### src/rtl/mbist_pkg.sv
// Shared types and constants for the March Y MBIST controller.
// States, op-index encodings and per-element op counts.
package mbist_pkg;

  typedef enum logic [2:0] {
    IDLE,
    M0,
    M1,
    M2,
    M3,
    FLUSH,
    DONE
  } state_t;

  localparam logic [1:0] OP_0 = 2'd0;
  localparam logic [1:0] OP_1 = 2'd1;
  localparam logic [1:0] OP_2 = 2'd2;

  localparam int unsigned M0_OPS = 16;
  localparam int unsigned M1_OPS = 48;
  localparam int unsigned M2_OPS = 48;
  localparam int unsigned M3_OPS = 16;

  localparam int unsigned TOTAL_OPS =
    M0_OPS + M1_OPS + M2_OPS + M3_OPS;

endpackage

### src/rtl/mbist_addr_gen.sv
// Up/down address counter for the march elements.
// load presets to all-zeros or all-ones; tc flags the end address.
module mbist_addr_gen #(
  parameter int AWIDTH = 4
) (
  input  logic              clk,
  input  logic              rst,
  input  logic              load,
  input  logic              ld_hi,
  input  logic              en,
  input  logic              dir,
  output logic [AWIDTH-1:0] addr,
  output logic              tc
);

  // counter: load wins over count; dir=1 counts down
  always_ff @(posedge clk) begin
    if (rst) begin
      addr <= '0;
    end else if (load) begin
      addr <= ld_hi ? '1 : '0;
    end else if (en) begin
      addr <= dir ? addr - 1'b1 : addr + 1'b1;
    end
  end

  assign tc = dir ? (addr == '0) : (addr == '1);

endmodule

### src/rtl/mbist_march_y_ctrl.sv
// March Y MBIST controller: sequences the memory ports and checks reads.
// Define MBIST_DIAG_EN to keep first-fail capture and the mismatch count.
module mbist_march_y_ctrl
  import mbist_pkg::*;
#(
  parameter int              AWIDTH  = 4,
  parameter int              DWIDTH  = 8,
  parameter logic [DWIDTH-1:0] DATA_BG = 8'hFF
) (
  input  logic              clk,
  input  logic              rst,
  input  logic              start,
  output logic              busy,
  output logic              done,
  output logic              fail,
  output logic [AWIDTH-1:0] fail_addr,
  output logic [DWIDTH-1:0] fail_exp,
  output logic [DWIDTH-1:0] fail_act,
  output logic [7:0]        fail_cnt,
  output logic [AWIDTH-1:0] mem_ca,
  output logic              mem_we,
  output logic [DWIDTH-1:0] mem_datain,
  output logic              mem_re,
  input  logic [DWIDTH-1:0] mem_dataout
);

  state_t              state_q, state_d;
  logic [1:0]          op_q, op_d;
  logic                ag_load, ag_hi, ag_en, ag_dir;
  logic [AWIDTH-1:0]   addr;
  logic                tc;
  logic                start_ok;
  logic [DWIDTH-1:0]   exp_d, exp_q;
  logic                rd_q;
  logic                mism;
  logic                fail_q;

  assign start_ok = start &&
    (state_q == IDLE || state_q == DONE);

  mbist_addr_gen #(.AWIDTH(AWIDTH)) u_addr (
    .clk   (clk),
    .rst   (rst),
    .load  (ag_load),
    .ld_hi (ag_hi),
    .en    (ag_en),
    .dir   (ag_dir),
    .addr  (addr),
    .tc    (tc)
  );

  // state and op-index registers
  always_ff @(posedge clk) begin
    if (rst) begin
      state_q <= IDLE;
      op_q    <= OP_0;
    end else begin
      state_q <= state_d;
      op_q    <= op_d;
    end
  end

  // next state, op stepping and address counter control
  always_comb begin
    state_d = state_q;
    op_d    = op_q;
    ag_load = 1'b0;
    ag_hi   = 1'b0;
    ag_en   = 1'b0;
    ag_dir  = (state_q == M2);
    unique case (state_q)
      IDLE, DONE: begin
        if (start) begin
          state_d = M0;
          op_d    = OP_0;
          ag_load = 1'b1;
        end
      end
      M0: begin
        if (tc) begin
          state_d = M1;
          ag_load = 1'b1;
        end else begin
          ag_en = 1'b1;
        end
      end
      M1: begin
        if (op_q == OP_2) begin
          op_d = OP_0;
          if (tc) begin
            state_d = M2;
            ag_load = 1'b1;
            ag_hi   = 1'b1;
          end else begin
            ag_en = 1'b1;
          end
        end else begin
          op_d = op_q + 2'd1;
        end
      end
      M2: begin
        if (op_q == OP_2) begin
          op_d = OP_0;
          if (tc) begin
            state_d = M3;
            ag_load = 1'b1;
          end else begin
            ag_en = 1'b1;
          end
        end else begin
          op_d = op_q + 2'd1;
        end
      end
      M3: begin
        if (tc) begin
          state_d = FLUSH;
          ag_load = 1'b1;
        end else begin
          ag_en = 1'b1;
        end
      end
      FLUSH: state_d = DONE;
      default: state_d = IDLE;
    endcase
  end

  // memory port and expected-data decode from registered state
  always_comb begin
    mem_we     = 1'b0;
    mem_re     = 1'b0;
    mem_datain = '0;
    exp_d      = '0;
    unique case (1'b1)
      (state_q == M0): begin
        mem_we = 1'b1;
      end
      (state_q == M1): begin
        if (op_q == OP_1) begin
          mem_we     = 1'b1;
          mem_datain = DATA_BG;
        end else begin
          mem_re = 1'b1;
          exp_d  = (op_q == OP_0) ? '0 : DATA_BG;
        end
      end
      (state_q == M2): begin
        if (op_q == OP_1) begin
          mem_we = 1'b1;
        end else begin
          mem_re = 1'b1;
          exp_d  = (op_q == OP_0) ? DATA_BG : '0;
        end
      end
      (state_q == M3): begin
        mem_re = 1'b1;
      end
      default: ;
    endcase
  end

  assign mem_ca = addr;
  assign busy   = state_q inside {M0, M1, M2, M3, FLUSH};
  assign done   = (state_q == DONE);

  // remember each read's expected value for next-cycle compare
  always_ff @(posedge clk) begin
    if (rst) begin
      rd_q  <= 1'b0;
      exp_q <= '0;
    end else begin
      rd_q  <= mem_re;
      exp_q <= exp_d;
    end
  end

  assign mism = rd_q && (mem_dataout != exp_q);

  // sticky fail flag, cleared by an accepted start
  always_ff @(posedge clk) begin
    if (rst) begin
      fail_q <= 1'b0;
    end else if (start_ok) begin
      fail_q <= 1'b0;
    end else if (mism) begin
      fail_q <= 1'b1;
    end
  end

  assign fail = fail_q;

`ifdef MBIST_DIAG_EN
  logic [AWIDTH-1:0] raddr_q;
  logic [AWIDTH-1:0] faddr_q;
  logic [DWIDTH-1:0] fexp_q, fact_q;
  logic [7:0]        fcnt_q;

  // address of the read under compare
  always_ff @(posedge clk) begin
    if (rst) begin
      raddr_q <= '0;
    end else if (mem_re) begin
      raddr_q <= addr;
    end
  end

  // first-fail capture and saturating mismatch count
  always_ff @(posedge clk) begin
    if (rst) begin
      faddr_q <= '0;
      fexp_q  <= '0;
      fact_q  <= '0;
      fcnt_q  <= '0;
    end else if (start_ok) begin
      faddr_q <= '0;
      fexp_q  <= '0;
      fact_q  <= '0;
      fcnt_q  <= '0;
    end else if (mism) begin
      if (!fail_q) begin
        faddr_q <= raddr_q;
        fexp_q  <= exp_q;
        fact_q  <= mem_dataout;
      end
      if (fcnt_q != 8'hFF) begin
        fcnt_q <= fcnt_q + 8'd1;
      end
    end
  end

  assign fail_addr = faddr_q;
  assign fail_exp  = fexp_q;
  assign fail_act  = fact_q;
  assign fail_cnt  = fcnt_q;
`else
  assign fail_addr = '0;
  assign fail_exp  = '0;
  assign fail_act  = '0;
  assign fail_cnt  = '0;
`endif

endmodule

### config.mk
export PLATFORM = sky130hd
export DESIGN_NAME = mbist_march_y_ctrl
export DESIGN_NICKNAME = d
export VERILOG_FILES = /design/src/rtl/mbist_pkg.sv /design/src/rtl/mbist_addr_gen.sv /design/src/rtl/mbist_march_y_ctrl.sv
export SDC_FILE = /design/constraint.sdc
export NUM_CORES = 1
export LEC_CHECK = 0
export ABC_CLOCK_PERIOD_IN_PS = 2500
export CORE_ASPECT_RATIO = 1.4
export CORE_MARGIN = 1.5
export CORE_UTILIZATION = 41
export CTS_CLUSTER_DIAMETER = 50
export DETAILED_ROUTE_END_ITERATION = 12
export HOLD_SLACK_MARGIN = 0.02
export MAX_ROUTING_LAYER = met4
export PLACE_DENSITY = 0.81
export SLEW_MARGIN = 20
export SYNTH_ARGS = -nofsm -noshare
export SYNTH_HDL_FRONTEND = slang
export SYNTH_SLANG_ARGS = --single-unit
### constraint.sdc
create_clock -name clk -period 2.5 [get_ports clk]
set_input_delay 0.25 -clock clk [delete_from_list [all_inputs] [get_ports clk]]
set_output_delay 0.25 -clock clk [all_outputs]
set_load 0.1 [all_outputs]
[After elaboration in Yosys (flattened, before gate mapping)]
Cells that the tools add are included.
Operators by class
  equal/unequal tests: 17
  mux-type cells: 35
  reductions and logical operators: 15
  add/sub/neg operators: 3
Operators with widths (count)
  8-bit two-way mux: 6
  3-bit two-way mux: 7
  3-bit case mux with 6 select lines: 1
  4-bit two-way mux: 4
  8-bit case mux with 2 select lines: 1
  2-bit != test (second input constant): 7
  3-bit == test (second input constant): 3
  1-bit two-way mux: 9
  8-bit != test: 1
  2-bit OR reduction: 4
  7-bit AND reduction: 1
  3-bit by 2-bit == test with 1-bit output (second input constant): 2
  1-bit case mux with 2 select lines: 3
  5-bit nonzero test: 1
  4-bit by 1-bit adder with 4-bit output (second input constant): 1
  4-bit == test (second input constant): 1
  4-bit zero test: 1
  2-bit two-way mux: 2
  2-bit case mux with 2 select lines: 1
  2-bit nonzero test: 2
  4-bit by 1-bit subtractor with 4-bit output (second input constant): 1
  3-bit by 1-bit == test with 1-bit output (second input constant): 1
  3-bit zero test: 1
  1-bit case mux with 3 select lines: 1
  7 further kinds: 8
Storage, ports and cells
  output and inout port bits: 45
  bits in registers: 19

[Logic depth before layout (Yosys ltp)]
Gate-level depths: netlist (run 1).
  depth in word-level cells: 7
  mapped depth: 10
  depth with buffers taken out: 9

[By module]
From an unflattened synthesis (run 1), not the netlist that was laid out.
Second synthesis, totals
  cell total of the unflattened synthesis: 153
  area, all modules: 1189.9 um^2
By module, submodules not included
  mbist_march_y_ctrl: instances 1, area an instance 887.1 um^2, cells an instance 117
  mbist_addr_gen: instances 1, area an instance 302.8 um^2, cells an instance 36

[Least setup slack after synthesis (run 1)]
OpenSTA, ideal clock, no wires.
  path kind: reg-to-reg
  start point: register state_q[2]
  end point: register rd_q
  data required time: 2.429 ns
  stages on the path, launching flop included: 6
  buffers on the path: 2
  arrival: 2.412 ns
  clock period less this slack: 2.483 ns
  setup slack: 0.017 ns
  path through: dfxtp_1 buf_6 nand2b_1 buf_2 o2bb2ai_1 nor2b_1
Between the ends
  cells in the longest elaborated chain, start to end: 3
Ends and longest elaborated chain
  from (decl): RTL line mbist_march_y_ctrl.sv:27  | state_t state_q, state_d;
  from (signal assigned): RTL line mbist_march_y_ctrl.sv:58  | state_q <= state_d;
  3-bit by 2-bit == test with 1-bit output, on equally long branches: RTL line mbist_march_y_ctrl.sv:137, mbist_march_y_ctrl.sv:146
  2-bit OR reduction (no source line)
  1-bit case mux with 2 select lines *: RTL line mbist_march_y_ctrl.sv:133  | unique case (1'b1)
  via mem_re: RTL line mbist_march_y_ctrl.sv:23  | output logic mem_re,
  to (signal assigned): RTL line mbist_march_y_ctrl.sv:171  | rd_q <= mem_re;
  to (decl): RTL line mbist_march_y_ctrl.sv:34  | logic rd_q;
The timed path passes the listed nets; every way through them passes the cells marked *.
A chain may end at the register's enable or synchronous reset.

[Worst setup path after layout (run 1)]
  start point: register op_q[0]
  end point: output mem_datain[5]
Between the ends
  cells in the longest elaborated chain, start to end: 3
Ends and longest elaborated chain
  from (decl): RTL line mbist_march_y_ctrl.sv:28  | logic [1:0] op_q, op_d;
  from (signal assigned): RTL line mbist_march_y_ctrl.sv:59  | op_q <= op_d;
  2-bit by 1-bit == test with 1-bit output: RTL line mbist_march_y_ctrl.sv:138  | if (op_q == OP_1) begin
  8-bit two-way mux: RTL line mbist_march_y_ctrl.sv:138
  8-bit two-way mux: RTL line mbist_march_y_ctrl.sv:133
  to (decl): RTL line mbist_march_y_ctrl.sv:22  | output logic [DWIDTH-1:0] mem_datain,
No other way between the ends.

==> results.md, run 1 <==
- CTS sink cnt: 12
- Post-synth EDFFs: 0
- DRT iter0 DRCs: 20
- Maximum VDD drop: approximately 0.32 mV
- Hold_sp: op_q[0]
- Clock Path Buffers: 2
- Worst Skew: between 5 and 6 ps
- Row count: 22
- Final Max Slew Viols: 0
- Netlist Area Pre-Place: 0.00117 mm2
- Max Cap Viol: 0
- Min Tclk post-route: 2160 ps
- Setup Viol. Count Final: 0
- RSZ-0062 raised after global routing: no
- Final wirelength: ~2.3 mm
- CTS tree: built
- Vias in the first global route: 839
- Largest net degree at the start of global routing: 19
- CTS resizes: 0
- Post-DP HPWL: 1.85 mm
- Worst-skew pair later-pin latency: between 200 and 300 ps
- H-tree depth: 1
- Critical Path End: mem_datain[5]
- Yosys reg bits: 12
- Worst setup path class: reg -> out
- Worst Setup End Kind: output port
- Number of library cell types mapped by synthesis: 47
- Final Hold Vio Count: 0
- Core area: between 0.002 and 0.003 mm2
- Number of buffers created by CTS: 3
- Post-DRT Antenna Nets: 0
- FF-to-FF End: u_addr.addr[3]
- Post-CTS setup buffers: 0
- Slew HR: 0.485
- First drt pass iteration count: 4
- Mapped Cells: 145
- Diodes inserted: 0
- Remaining global-route overflow: 0
- Final worst slack: between 300 and 400 ps
- Setup TNS: 0 ps
- Clock slew at reported path FFs: about 70 ps
- Setup crit start kind: flip-flop
- Gpl congestion: about 0.9
- Remaining DRCs: 0
- Worst path cell trace: nor2b_1 > and3_1 > buf_12
- Vias per std cell: about 5
- Port bufs: 27
- CP max-delay cell: and3_1
- Worst reg2reg setup slack: approximately 480 ps
- Period utilization: 0.866
- Final Hold Slack: between 500 and 600 ps
- CTS Root Cell: clkbuf_4
- Highest clock rate: roughly 460 MHz
- Die Width: approximately 48 um
- Hold_buf cts: 0
- Synth warn: 0
- RR Startpoint: state_q[0]
- Crit. Startpoint: op_q[0]
- Initial antenna violation count: 0
- Worst slew pin tran: 775 ps
- First-pass GRT wire length: 3.64 mm
- Worst Path Max Fanout: 8
- Die Area: between 0.003 and 0.004 mm2
- Primary FF master, synth: dfxtp_1
- Critical Path AT: around 1900 ps
- Pwr dens: about 570 mW/mm2
- Synth-to-layout area growth: 18.0%
- Via count: ~1000
- HP Class: reg -> reg
- Final net count: between 150 and 200
- # fillers: around 270
- Worst r2r path cells: 8
- Post-synthesis async set-or-reset flop share: 0
- CP peak stage delay: around 710 ps
- Starting density of the core: 0.437
- Chip height: between 60 and 70 um
- DR WL/cell: roughly 11 um
- Share of layout cells above drive strength 1: 0.207
- DP Worst Slack: slightly below 500 ps
- Status: completed
- Post-Syn Area per Cell: 8.05 um2
- Sequential-to-total area share from yosys stat: 0.206
- CP required: 2250 ps
- Boundary pin count: between 50 and 60
- Total Routing Usage GR: 0.161
- Static Leak: 0.000582 uW
-- worst max-delay path: cells and delay by family (launching register included) --
kind / cells / cell delay (ps)
simple gates: 2 / 990
flops: 1 / 380
buf+inv: 1 / 260
-- metal layers --
metal,share of wire,wire [um],track usage,up-vias
met4,0.023,53,0.0811,0
met5,0,0,-,-
met1,0.38,851,0.180,460
met2,0.53,1210,0.272,51
li1,-,-,-,481
met3,0.066,149,0.0164,5
-- metrics by stage --
stage	utilization	power (uW)	cell area (um2)	instances
4_1_cts	0.516	782	1380	200
5_1_grt	0.516	814	1380	200
3_3_place_gp	0.507	658	1360	197
2_1_floorplan	-	636	1270	172
6_report	0.516	781	1380	200
3_5_place_dp	0.507	664	1360	197
-- report_power, final --
part,internal (uW),switching [uW]
sequential,202,23.6
combinational,85.9,350
clock,56.0,63.3
total,344,437
-- registers in the layout (all words and copies together), names as in the netlist --
register and flops:
exp_q 1, fail 1, op_q 2, rd_q 1, state_q 3, u_addr.addr 4
-- worst min-delay path by stage --
stage,to,slack [ps],cells after the start
2_1_floorplan,rd_q,320,1
3_3_place_gp,op_q[0],490,2
3_5_place_dp,op_q[0],510,2
4_1_cts,op_q[0],520,2
5_1_grt,op_q[0],550,2
6_report,op_q[0],520,2
-- area by class of cell --
cell class / instances / area [um2] / area share
Sequential cell: 12 / 240 / 0.174
Multi-Input combinational cell: 114 / 701 / 0.509
Clock buffer: 3 / 22.5 / 0.0163
Timing Repair Buffer: 30 / 350 / 0.254
Inverter: 5 / 18.8 / 0.0136
Tap cell: 36 / 45.0 / 0.0327
-- cell usage in the layout, fill, tap and decap left out, types with 2 or more instances in the layout --
cell / Yosys / routed
conb_1: 1 / 28
dfxtp_1: 12 / 12
buf_4: 35 / 12
clkdlybuf4s50_1: 0 / 10
nor2_1: 9 / 9
buf_12: 0 / 8
a21oi_1: 7 / 7
nor3_1: 6 / 6
nand2_1: 6 / 6
a211oi_1: 5 / 5
nand3_1: 4 / 4
inv_1: 3 / 3
nor2b_1: 3 / 3
mux2i_1: 3 / 3
nand2b_1: 3 / 3
xnor2_1: 3 / 3
nand4_1: 3 / 3
nor4_1: 3 / 3
o21ai_0: 3 / 3
clkbuf_4: 0 / 3
and3_1: 2 / 2
a31oi_1: 2 / 2
ha_1: 2 / 2
-- Yosys cell counts (2+ instances only) --
cell type,number,area (um2)
nor4_1,3,18.8
nand2_1,6,22.5
a31oi_1,2,12.5
nand4_1,3,18.8
dfxtp_1,12,240
buf_6,2,22.5
buf_4,35,263
nor2_1,9,33.8
o21ai_0,3,15.0
a21oi_1,7,35.0
ha_1,2,25.0
xnor2_1,3,26.3
inv_1,3,11.3
nand2b_1,3,18.8
mux2i_1,3,30.0
nor3_1,6,30.0
a211oi_1,5,37.5
nor2b_1,3,18.8
and3_1,2,12.5
nand3_1,4,20.0
buf_2,3,15.0
-- cell families after synthesis --
logic type      count (synthesis)  synth area share
xor+xnor                        4            0.0300
simple gates                   49             0.248
compound gates                 26             0.155
other cells                     1           0.00321
mux                             4            0.0386
flops                          12             0.206
buf+inv                        46             0.281
fa+ha+maj                       3            0.0386
Note: power is estimated with default switching activity, not from simulation.
==> inputs of run 2 (changes only) <==
- TNS_END_PERCENT: not set -> 1
==> results of run 2 <==
No change in the layout: final DEF, timing and power equal those of run 1.
==> inputs of run 3 (changes only) <==
- RECOVER_POWER: not set -> 100
==> run 3 against run 2 <==
Effect of this change:
- clock-buffer cell count unchanged
- largest power group unchanged
- global-route usage unchanged
- setup slack got worse by 70 ps
- clock power about the same
==> results.md, run 3 (synthesized netlist as in run 1, its figures left out) <==
- Status: completed
- Final Hold Vio Count: 0 (unchanged)
- DP Worst Slack: 497 ps (unchanged)
- Port bufs: 27 (unchanged)
- Post-CTS setup buffers: 0 (unchanged)
- First drt pass iteration count: 4 (unchanged)
- Via count: 991 (-0.60%)
- CTS Root Cell: clkbuf_4
- Most common cell after layout, fill and taps aside: conb_1
- Setup Viol. Count Final: 0 (unchanged)
- Vias in the first global route: 839 (unchanged)
- CP required: 2250 ps (about the same)
- H-tree depth: 1 (unchanged)
- Commonest non-fill, non-tap cells in the layout: 28 x conb_1, 12 x dfxtp_1, 10 x nor2_1, 10 x clkdlybuf4s50_1
- Final Max Slew Viols: 0 (unchanged)
- Remaining global-route overflow: 0 (unchanged)
- Gpl congestion: 0.911 (unchanged)
- Initial antenna violation count: 0 (unchanged)
- Regs by FF count: u_addr.addr x4, state_q x3, op_q x2
- Die Width: 48.1 um (unchanged)
- Critical Path AT: 1990 ps (+80 ps)
- Highest clock rate: 447 MHz (-3.1%)
- Final wirelength: 2.22 mm (-1.9%)
- Vias per std cell: 4.96 (-0.60%)
- Largest register FFs: 4 (unchanged)
- DR WL/cell: 11.1 um (-1.9%)
- Largest net degree at the start of global routing: 19 (unchanged)
- Chip height: 66.1 um (unchanged)
- Maximum VDD drop: 0.309 mV (-2.3%)
- Worst Setup End Kind: output port
- Clock slew at reported path FFs: 70 ps (about the same)
- Worst-skew pair later-pin latency: 280 ps (about the same)
- Starting density of the core: 0.437 (unchanged)
- Pwr dens: 569 mW/mm2 (+0.38%)
- Period utilization: 0.894 (+0.0282)
- Worst Path Max Fanout: 18 (+10)
- CTS resizes: 0 (unchanged)
- Max Cap Viol: 0 (unchanged)
- Core area: 0.00267 mm2 (unchanged)
- Boundary pin count: 56 (unchanged)
- RSZ-0062 raised after global routing: no
- Post-DP HPWL: 1.85 mm (unchanged)
- Largest register by flop count: u_addr.addr
- Post-DRT Antenna Nets: 0 (unchanged)
- Slew HR: 0.223 (-0.262)
- Setup TNS: 0 ps (unchanged)
- Remaining DRCs: 0 (unchanged)
- Final worst slack: 265 ps (-70.4 ps)
- Worst Skew: 5.83 ps (-0.116 ps)
- Die Area: 0.00318 mm2 (unchanged)
- HP Class: reg -> reg
- Number of buffers created by CTS: 3 (unchanged)
- Worst slew pin tran: 1170 ps (+395 ps)
- Setup crit start kind: flip-flop
- Clock Path Buffers: 2 (unchanged)
- Diodes inserted: 0 (unchanged)
- DRT iter0 DRCs: 22 (+10%)
- CTS sink cnt: 12 (unchanged)
- Hold_buf cts: 0 (unchanged)
- Worst setup path class: reg -> out
- Total Routing Usage GR: 0.161 (unchanged)
- CTS tree: built
- Row count: 22 (unchanged)
- Share of layout cells above drive strength 1: 0.146 (-0.0610)
- Static Leak: 0.000550 uW (-5.5%)
- First-pass GRT wire length: 3.64 mm (unchanged)
- Synth-to-layout area growth: 13.8%
- Min Tclk post-route: 2240 ps (+70.4 ps)
- Final net count: 180 (unchanged)
## run 3: cell types whose count changed in the layout (fill, tap and decap cells not counted), sizes merged
cell    before  now
buf         20   11
clkbuf       3   12
## run 3: path summary, 6_finish.rpt
check        slack (ps)        endpoint  cells after the start        from
max                 260          mem_re                      4  state_q[2]
min                 510         op_q[0]                      2     op_q[0]
max reg2reg         300  u_addr.addr[1]                      6  state_q[2]
min reg2reg         510         op_q[0]                      2     op_q[0]
## run 3: power breakdown
group          internal, uW  switching [uW]  total, uW  leakage (uW)
clock network          55.9            62.3        118     0.0000138
logic                  67.5             346        414      0.000439
registers               202            22.5        224     0.0000976
total                   325             431        756      0.000550
## run 3: stage by stage
step           cell area, um2  std cells  total power (uW)   util  hold slack (ps)
4_1_cts                  1380        200               782  0.516              516
3_5_place_dp             1360        197               664  0.507              505
5_1_grt                  1330        200               790  0.498              546
2_1_floorplan            1270        172               636      -              322
3_3_place_gp             1360        197               658  0.507              493
6_report                 1330        200               756  0.498              515
## run 3: cell type report
cell class,instances,area [um2]
Fill cell,283,1340
Multi-Input combinational cell,114,682
Timing Repair Buffer,30,320
Sequential cell,12,240
Tap cell,36,45.0
Clock buffer,3,22.5
Inverter,5,18.8
## run 3: worst max-delay path: stages, from the launching register on
cell and delay (ps):
dfxtp_1 370, clkbuf_1 560, nand2b_1 390, o2bb2ai_1 130, buf_4 250
## run 3: per-layer routing
metal  wire [um]  vias to the layer above  track usage
met1         827                      445        0.180
met5           0                        -            -
li1            -                      481            -
met3         155                        7       0.0164
met4          60                        0       0.0811
met2        1170                       58        0.272
